$ cat config.mk
export PLATFORM = sky130hd
export DESIGN_NAME = event_encoder
export DESIGN_NICKNAME = d
export VERILOG_FILES = /design/src/rtl/encoder_pkg.sv /design/src/rtl/prio_enc.sv /design/src/rtl/event_encoder.sv
export SDC_FILE = /design/constraint.sdc
export NUM_CORES = 1
export LEC_CHECK = 0
export CAP_MARGIN = 20
export CORE_MARGIN = 4
export CORE_UTILIZATION = 45
export DETAILED_ROUTE_END_ITERATION = 7
export PLACE_DENSITY = 0.76
export REMOVE_ABC_BUFFERS = 1
export SYNTH_ARGS = -nofsm -noshare
export SYNTH_HDL_FRONTEND = slang
export SYNTH_HIERARCHICAL = 1
export SYNTH_SLANG_ARGS = --single-unit
export TNS_END_PERCENT = 20
$ cat constraint.sdc
create_clock -name clk -period 2.1 [get_ports clk]
set_clock_uncertainty 0.05 [all_clocks]
set_input_delay 0.315 -clock clk [delete_from_list [all_inputs] [get_ports clk]]
set_output_delay 0.315 -clock clk [all_outputs]
set_load 0.03 [all_outputs]
$ cat src/rtl/encoder_pkg.sv
// Shared constants and state type for the event encoder.
package encoder_pkg;
  localparam int N = 8;
  localparam int W = 3;

  typedef enum logic {
    EMPTY = 1'b0,
    FULL  = 1'b1
  } state_e;
endpackage

$ cat src/rtl/prio_enc.sv
// Combinational priority encoder: index of the highest set bit, plus a
// flag telling whether any bit is set at all.
module prio_enc
  import encoder_pkg::*;
(
  input  logic [N-1:0] in_vec,
  output logic [W-1:0] idx,
  output logic         any
);

  // NOTE: every output gets a default before the loop, so no path leaves
  // it unassigned and no latch is inferred.
  always_comb begin
    idx = '0;
    any = 1'b0;
    // Ascending scan: the last hit wins, giving the highest index.
    for (int i = 0; i < N; i++) begin
      if (in_vec[i]) begin
        idx = i[W-1:0];
        any = 1'b1;
      end
    end
  end

endmodule

$ cat src/rtl/event_encoder.sv
// Latches rising edges on the request lines as pending events and offers
// them, highest index first, as binary codes over a valid/ready handshake.
module event_encoder
  import encoder_pkg::*;
(
  input  logic         clk,
  input  logic         rst_n,
  input  logic [N-1:0] req,
  input  logic         ready,
  output logic [W-1:0] code,
  output logic         valid,
  output logic [N-1:0] pending,
  output logic         lost
);

  logic [N-1:0] req_q;
  logic [N-1:0] pending_q, pending_d;
  logic [W-1:0] code_q, code_d;
  logic         lost_q, lost_d;
  state_e       state_q, state_d;

  logic [N-1:0] rise, cand, grant;
  logic [W-1:0] idx;
  logic         any, load;

  always_comb begin
    rise = req & ~req_q;
    cand = pending_q | rise;
  end

  prio_enc u_prio_enc (
    .in_vec (cand),
    .idx    (idx),
    .any    (any)
  );

  always_comb begin
    state_d = state_q;
    load    = 1'b0;
    case (state_q)
      EMPTY: begin
        if (any) begin
          load    = 1'b1;
          state_d = FULL;
        end
      end
      FULL: begin
        // Accepted slot is refilled in the same edge when work remains.
        if (ready) begin
          load    = any;
          state_d = any ? FULL : EMPTY;
        end
      end
      default: state_d = EMPTY;
    endcase

    grant = '0;
    if (load) grant[idx] = 1'b1;

    code_d    = load ? idx : code_q;
    pending_d = cand & ~grant;
    lost_d    = |(rise & pending_q);
  end

  // NOTE: state registers use non-blocking assignments so every flop samples
  // the pre-edge values, independent of statement order.
  always_ff @(posedge clk) begin
    // Capturing req during reset keeps lines held high from looking like edges.
    if (!rst_n) begin
      req_q     <= req;
      state_q   <= EMPTY;
      code_q    <= '0;
      pending_q <= '0;
      lost_q    <= 1'b0;
    end else begin
      req_q     <= req;
      state_q   <= state_d;
      code_q    <= code_d;
      pending_q <= pending_d;
      lost_q    <= lost_d;
    end
  end

  assign code    = code_q;
  assign valid   = (state_q == FULL);
  assign pending = pending_q;
  assign lost    = lost_q;

endmodule
After elaboration in Yosys (flattened, before gate mapping) --
Index checks and enable logic that the tools add are counted.
Storage, ports and cells: bits in registers 21, input port bits 11, output and inout bits 13, word-level logic and storage cells 39
Operators by class: order comparisons 2, mux-type cells 23, bitwise logic cells 7, reductions and logical operators 2
Operator list (number):
- 8-bit AND | 3
- 8-bit NOT | 2
- 1-bit 2-to-1 mux | 13
- 3-bit 2-to-1 mux | 4
- 8-bit 2-to-1 mux | 1
- 8-bit OR | 1
- 8-bit OR reduction | 1
- 3-bit by 4-bit < comparator with 1-bit output (second input constant) | 1
- 2-bit 2-to-1 mux | 2
- 1-bit case mux with 2 select lines | 2
- 1-bit demux with 3-bit select | 1
- 3-bit by 1-bit greater-or-equal comparator with 1-bit output (second input constant) | 1
- 1-bit logical AND | 1
- 1-bit NOT | 1

Logic depth before layout (Yosys ltp) --
Gate-level depths: netlist of the first run.
depth in word-level cells 17, gate-level depth with buffers 7, mapped depth without buffers 7

By module --
Netlist of the first run, hierarchy kept.
By module, submodules not included:
- event_encoder | times used 1, cells an instance 76, area each 770.7 µm²
- prio_enc | times used 1, cells an instance 12, area each 57.6 µm²

Worst setup path after synthesis of the first run --
No wires, ideal clock.
kind register to register, start register pending_q[2], in the netlist pending[2], end register pending_q[1], in the netlist pending[1], data arrival time 1715 ps, data required time 1928 ps, path slack 214 ps, stages on the path, launching flop included 7, buffers on the path 0, period minus slack after synthesis 1886 ps, cells stage by stage dfxtp_1 > or2_2 > clkinv_1 > a21oi_1 > o31ai_1 > nand3_2 > o311a_1
On the way: word-level cells in the longest chain between the ends 14
Ends and longest elaborated chain:
- start, declared | line event_encoder.sv:17 | logic [N-1:0] pending_q, pending_d;
- start signal, assigned | line event_encoder.sv:79 | pending_q <= pending_d;
- 8-bit OR (*) | line event_encoder.sv:28 | cand = pending_q | rise;
- via cand[2] | line event_encoder.sv:22 | logic [N-1:0] rise, cand, grant;
- 2-bit 2-to-1 mux (*) (2 in a row) | line prio_enc.sv:18 | if (in_vec[i]) begin
- 3-bit 2-to-1 mux (*) (4 in a row) | line prio_enc.sv:18
- via idx[0] | line event_encoder.sv:23 | logic [W-1:0] idx;
- 3-bit by 4-bit < comparator with 1-bit output (not written as such) / 3-bit by 1-bit greater-or-equal comparator with 1-bit output (equally long branches) | line event_encoder.sv:58 | if (load) grant[idx] = 1'b1;
- 1-bit logical AND (not written as such) | line event_encoder.sv:58
- 1-bit 2-to-1 mux (not written as such) | line event_encoder.sv:58
- 1-bit demux with 3-bit select (*) | line event_encoder.sv:58
- 8-bit 2-to-1 mux (*) | line event_encoder.sv:58
- 8-bit NOT (*) | line event_encoder.sv:61 | pending_d = cand & ~grant;
- 8-bit AND (*) | line event_encoder.sv:61
The timed path passes the listed nets; every way through them passes the cells marked *. A chain may end at the register's enable or synchronous reset.

Final worst setup path of the first run --
start input port req[5], end register pending_q[5], in the netlist pending[5]
On the way: word-level cells in the longest chain between the ends 12
Ends and longest elaborated chain:
- start, declared | line event_encoder.sv:8 | input logic [N-1:0] req,
- 8-bit AND (*) | line event_encoder.sv:27 | rise = req & ~req_q;
- 8-bit OR (*) | line event_encoder.sv:28
- via cand[5] | line event_encoder.sv:22
- 3-bit 2-to-1 mux (*) (3 in a row) | line prio_enc.sv:18
- via idx[1] | line event_encoder.sv:23
- 3-bit by 4-bit < comparator with 1-bit output (not written as such) / 3-bit by 1-bit greater-or-equal comparator with 1-bit output (equally long branches) | line event_encoder.sv:58
- 1-bit logical AND (not written as such) | line event_encoder.sv:58
- 1-bit 2-to-1 mux (not written as such) | line event_encoder.sv:58
- 1-bit demux with 3-bit select (*) | line event_encoder.sv:58
- 8-bit 2-to-1 mux (*) | line event_encoder.sv:58
- 8-bit NOT (*) | line event_encoder.sv:61
- 8-bit AND (*) | line event_encoder.sv:61
Marked as above.

==> results of run 1 <==
[Yosys cell counts, drive strengths merged]
cell type / n
o21ai: 10
nand2: 1
a41oi: 1
clkinv: 1
a32oi: 1
a21o: 1
nor2: 5
o311a: 1
and3: 1
a31oi: 2
and2b: 1
or2: 7
nor2b: 9
a22oi: 3
nand4: 1
o31ai: 2
dfxtp: 21
nand2b: 1
nand3: 3
nor3: 1
a21oi: 11
inv: 4
[flip-flops by register name, indices dropped and copies added (netlist names)]
signal and flops:
lost 1, req_q 8, pending 8, code 3, valid 1
[through the flow]
step	utilization (%)	setup WS, ns	cell area (µm²)
after global placement	67.5	-0.0795	1160
after global routing	69.0	0.0872	1190
after floorplan	-	0.214	828
after detailed placement	67.5	-0.0658	1160
after CTS	69.0	0.227	1190
final	69.0	0.207	1190
[worst paths after layout]
check / end / start
setup / recovery: pending[5] / req[5]
hold / removal: req_q[0] / req[0]
hold reg to reg: code[0] / code[0]
setup reg to reg: pending[5] / pending[5]
[layer usage]
layer  track usage [%]  share of wire, %  vias up
met3              3.21               5.6        4
met1              19.0                43      360
met4              12.1               1.5        0
li1                  -                 -      389
met2              26.8                49       25
met5                 0                 0        -
[layout make-up]
| cell class | count | area share, % |
|---|---|---|
| Sequential cell | 21 | 35.3 |
| Tap cell | 25 | 2.63 |
| Multi-Input combinational cell | 62 | 32.7 |
| Timing Repair Buffer | 33 | 25.6 |
| Inverter | 5 | 1.58 |
| Clock buffer | 4 | 2.21 |
[cell families after synthesis]
kind of cell,synth area share (%)
and+or+nand+nor,24.0
DFF,50.8
AOI/OAI and AO/OA,23.0
buffers and inverters,2.26
[worst register-to-register path, stage by stage, from the launching register on]
cell and delay (ns):
dfxtp_1 0.35, or2_2 0.33, o31ai_1 0.48, buf_4 0.22, nor2b_1 0.06, a21oi_1 0.16
[power breakdown]
part | switching (mW) | leakage, nW | internal, mW | total (mW)
sequential | 0.0186 | 0.175 | 0.430 | 0.448
clock | 0.115 | 0.0150 | 0.0740 | 0.189
combinational | 0.136 | 0.305 | 0.126 | 0.262
total | 0.270 | 0.495 | 0.630 | 0.900
==> results.py, run 1 <==
metrics = {
    "outcome": {
        "outcome": "finished clean",
    },
    "routing": {
        "via_count": 778,
        "drt-vias-per-instance": 5.19,
        "drt-total-wl_um": 1930,
        "drt_iter0_markers": 15,
        "drc": 0,
        "wl_per_cell_um": 12.8,
        "detail_route.first_pass.iterations": 4,
        "ant_nets": 0,
    },
    "worst_setup_path": {
        "critical_path.max_stage_delay_ns": 0.48,
        "rrSetupSlack_ns": 0.39,
        "path_max_fanout": 4,
        "required_ns": 2.28,
        "worst-path-buf-inv": 2,
        "crit_cells": 7,
        "r2r_cells": 5,
        "start_kind": "input port",
        "crit_family": "compound AO/OA/AOI/OAI gates",
        "endpoint_kind": "register",
        "worst_path_max_delay_cell": "o31ai_1",
        "crit_type": "input port to register",
        "crit_chain": "clkdlybuf4s50_1 > nor2b_1 > or2_2 > o31ai_1 > buf_4 > nor2b_1 > a21oi_1",
        "crit_arrival_ns": 2.07,
        "path_common_cell": "nor2b_1",
    },
    "yosys": {
        "synthCells": 88,
        "synth_area_leaders": "dfxtp_1 51%, nor2b_1 6.8%, a21oi_1 6.6%",
        "ys_types": 24,
        "avgSynthCellArea_um2": 9.41,
        "synth-seq-cells": 21,
        "seq_area_frac_synth_pct": 50.8,
        "synth_area_um2": 828,
        "yosys.area.top_type_share_pct": 50.8,
        "yosys.area.top_type": "dfxtp_1",
        "synth_warnings": 6,
    },
    "cells_and_area": {
        "synthToLayoutAreaGrowth_pct": 43.8,
        "antenna_cells": 0,
        "nFillCells": 159,
        "multiInputGateArea_um2": 389,
        "final_nets": 137,
        "final_cell_mix": "23 x clkdlybuf4s50_1, 21 x dfxtp_1, 11 x a21oi_1",
        "drive_above_1_share_pct": 20.8,
        "final_common_cell": "clkdlybuf4s50_1",
        "stdcell_count": 150,
        "regArea_um2": 420,
    },
    "placement": {
        "portBuffers": 23,
        "dp_cells": 146,
        "gp_congestion": 0.845,
        "dpl.hpwl_um": 1490,
    },
    "floorplan": {
        "dieArea_um2": 2590,
        "initial_core_util_pct": 48.0,
        "core_um2": 1730,
        "fp.dieH_um": 50.9,
        "rows": 15,
        "ios": 24,
        "die_w_um": 50.9,
    },
    "timing": {
        "min_period_over_period_pct": 90.1,
        "finalHoldViolations": 0,
        "setup_viol": 0,
        "whs_ns": 0.421,
        "worst_pin_slew_ns": 0.492,
        "max_freq_mhz": 528,
        "rsz0062_at_grt": "false",
        "maxSlewViolCount": 0,
        "slew_headroom_pct": 66.9,
        "min_period_ns": 1.89,
        "tns_ns": 0,
    },
    "grt": {
        "grt_pass1_vias": 785,
        "grt_max_degree": 12,
        "overflow": 0,
        "antenna_found_initial": 0,
        "track_usage_pct": 16.5,
        "grt_pass1_wl_um": 3230,
    },
    "cts": {
        "postCtsSetupBuffers": 0,
        "htree_levels": 1,
        "worstSkewPairLatency_ns": 0.30,
        "clk_pin_slew_ns": 0.11,
        "clk_path_buf_depth": 2,
        "cts.sinks": 21,
        "cts_resized": 0,
        "cts_tree": "done",
        "cts-root-buf": "clkbuf_4",
        "postCtsHoldBufs": 0,
        "cts_inserted_buffers": 3,
    },
    "pwr": {
        "p_leak_nw": 0.495,
        "p_per_area_nw_per_um2": 755,
        "vdd_drop_max_mv": 0.530,
        "total_power_uw": 900,
    },
    "run": {
        "drv_cap": 0,
    },
    "min_path": {
        "min_path_type": "input port to register",
        "whs_path_depth": 1,
    },
}
(Power assumes the default switching activity.)
==> run 2, diff against run 1 <==
Settings changed: GPL_ROUTABILITY_DRIVEN set to 0.
==> results of run 2 <==
Same layout as run 1: the final DEF is identical, and so are final timing and power.
==> run 3, diff against run 2 <==
Settings changed: CELL_PAD_IN_SITES_DETAIL_PLACEMENT set to 1, CELL_PAD_IN_SITES_GLOBAL_PLACEMENT set to 1, CORE_UTILIZATION 45 to 33, PLACE_DENSITY 0.76 to not set, PLACE_DENSITY_LB_ADDON set to 0.1.
==> run 3 against run 2 <==
  * Sequential cell count unchanged
  * Design area up 1.6%
  * Die area grew 30%
  * Utilization decreased by 16 points
  * Worst hold slack lost 0.0091 ns
  * Combinational power rose by 3%
  * Critical path depth up 2
  * Critical path type unchanged
==> results.py, run 3 (same netlist as run 1, synthesis figures left out) <==
metrics = {
    "timing": {
        "timing.final.ws_setup_ns": 0.161,
        "max_freq_mhz": 516,
        "slew_headroom_pct": 65.8,
        "maxSlewViolCount": 0,
        "tns_ns": 0,
        "min_period_over_period_pct": 92.3,
        "worst_pin_slew_ns": 0.509,
        "finalHoldViolations": 0,
        "whs_ns": 0.412,
        "min_period_ns": 1.94,
        "rsz0062_at_grt": "false",
        "setup_viol": 0,
    },
    "pwr": {
        "p_per_area_nw_per_um2": 754,
        "combPwrFrac_pct": 29.6,
        "swShare_pct": 30.8,
        "vdd_drop_max_mv": 0.347,
        "p_sw_uw": 281,
        "p_int_uw": 632,
        "clkPwrFrac_pct": 21.4,
        "total_power_uw": 912,
        "seqPwrFrac_pct": 49.1,
        "p_leak_nw": 0.504,
    },
    "floorplan": {
        "rows": 17,
        "dieArea_um2": 3380,
        "ios": 24,
        "die_w_um": 58.1,
        "fp.dieH_um": 58.1,
        "core_um2": 2300,
        "initial_core_util_pct": 36.1,
    },
    "cells_and_area": {
        "nFillCells": 285,
        "final_cell_area_um2": 1210,
        "antenna_cells": 0,
        "drive_above_1_share_pct": 22.0,
        "final_nets": 139,
        "final_common_cell": "clkdlybuf4s50_1",
        "final_cell_mix": "23 x clkdlybuf4s50_1, 21 x dfxtp_1, 12 x buf_4",
        "synthToLayoutAreaGrowth_pct": 46.1,
    },
    "placement": {
        "portBuffers": 23,
        "dpl.hpwl_um": 1730,
        "dp_slack_ns": -0.145,
        "placed_cell_area_um2": 1180,
    },
    "worst_setup_path": {
        "crit_arrival_ns": 2.09,
        "worst-path-buf-inv": 3,
        "critical_path.max_stage_delay_ns": 0.41,
        "worst_path_max_delay_cell": "clkdlybuf4s50_1",
        "crit_chain": "clkdlybuf4s50_1 > nor2b_1 > or2_2 > clkinv_1 > a21oi_1 > o31ai_1 > buf_4 > nand3_2 > o311a_1",
        "start_kind": "input port",
        "crit_type": "input port to register",
        "path_max_fanout": 3,
        "crit_family": "buffers and inverters",
        "required_ns": 2.25,
        "endpoint_kind": "register",
    },
    "routing": {
        "wl_per_cell_um": 14.3,
        "detail_route.first_pass.iterations": 4,
        "drt_iter0_markers": 9,
        "wl_met2_um": 1140,
        "drc": 0,
        "via_count": 787,
        "wl_met1_um": 955,
        "top_layer": "met4",
        "route.met3.wl_um": 96,
        "ant_nets": 0,
        "drt-total-wl_um": 2210,
        "drt-vias-per-instance": 5.08,
    },
    "grt": {
        "antenna_found_initial": 0,
        "grt_pass1_wl_um": 3770,
        "grt_pass1_vias": 844,
        "grt_max_degree": 12,
        "overflow": 0,
        "track_usage_pct": 14.6,
    },
    "min_path": {
        "min_path_type": "input port to register",
    },
    "cts": {
        "htree_levels": 1,
        "cts_tree": "done",
        "cts_inserted_buffers": 3,
        "cts-root-buf": "clkbuf_4",
        "clk_path_buf_depth": 2,
        "cts_resized": 0,
        "worstSkewPairLatency_ns": 0.30,
        "clk_pin_slew_ns": 0.12,
        "postCtsSetupBuffers": 0,
        "postCtsHoldBufs": 0,
        "cts.sinks": 21,
    },
    "run": {
        "drv_cap": 0,
    },
    "outcome": {
        "outcome": "finished clean",
    },
}
-- run 3: changes by cell type in the layout (fill, tap and decap cells not counted) --
cell   delta
buf_4     +2
-- run 3: worst paths after layout --
check	slack, ns	endpoint	startpoint	depth (start not counted)
setup / recovery	0.16	pending[1]	req[2]	9
hold / removal	0.41	req_q[5]	req[5]	1
setup reg to reg	0.36	pending[1]	pending[2]	7
hold reg to reg	0.44	code[0]	code[0]	2
-- run 3: stage by stage --
| stage | instances | utilization (%) |
|---|---|---|
| 6_report | 155 | 52.7 |
| 5_1_grt | 155 | 52.7 |
| 4_1_cts | 155 | 52.7 |
| 3_5_place_dp | 151 | 51.5 |
| 3_3_place_gp | 151 | 51.5 |
| 2_1_floorplan | 88 | - |
-- run 3: power by group through the flow --
stage               combinational [mW]  clock, mW  sequential [mW]
floorplan                        0.100          0            0.501
global placement                 0.263          0            0.456
CTS                              0.270      0.208            0.448
finish                           0.270      0.195            0.448
global route                     0.291      0.224            0.453
detailed placement               0.269          0            0.457
-- run 3: area by class of cell --
type | instances | area [µm²] | area share [%]
Timing Repair Buffer | 35 | 320 | 26.5
Sequential cell | 21 | 420 | 34.7
Inverter | 5 | 18.8 | 1.55
Multi-Input combinational cell | 62 | 389 | 32.2
Tap cell | 28 | 35.0 | 2.90
Clock buffer | 4 | 26.3 | 2.17
-- run 3: per-layer routing --
layer	vias up	track usage [%]
met5	-	0
met4	0	6.95
met3	4	2.45
met2	18	25.0
met1	373	17.5
li1	392	-
-- run 3: worst reg2reg max path: stages (launching register included) --
cell,delay [ns]
dfxtp_1,0.35
or2_2,0.32
clkinv_1,0.05
a21oi_1,0.06
o31ai_1,0.24
buf_4,0.19
nand3_2,0.08
o311a_1,0.29
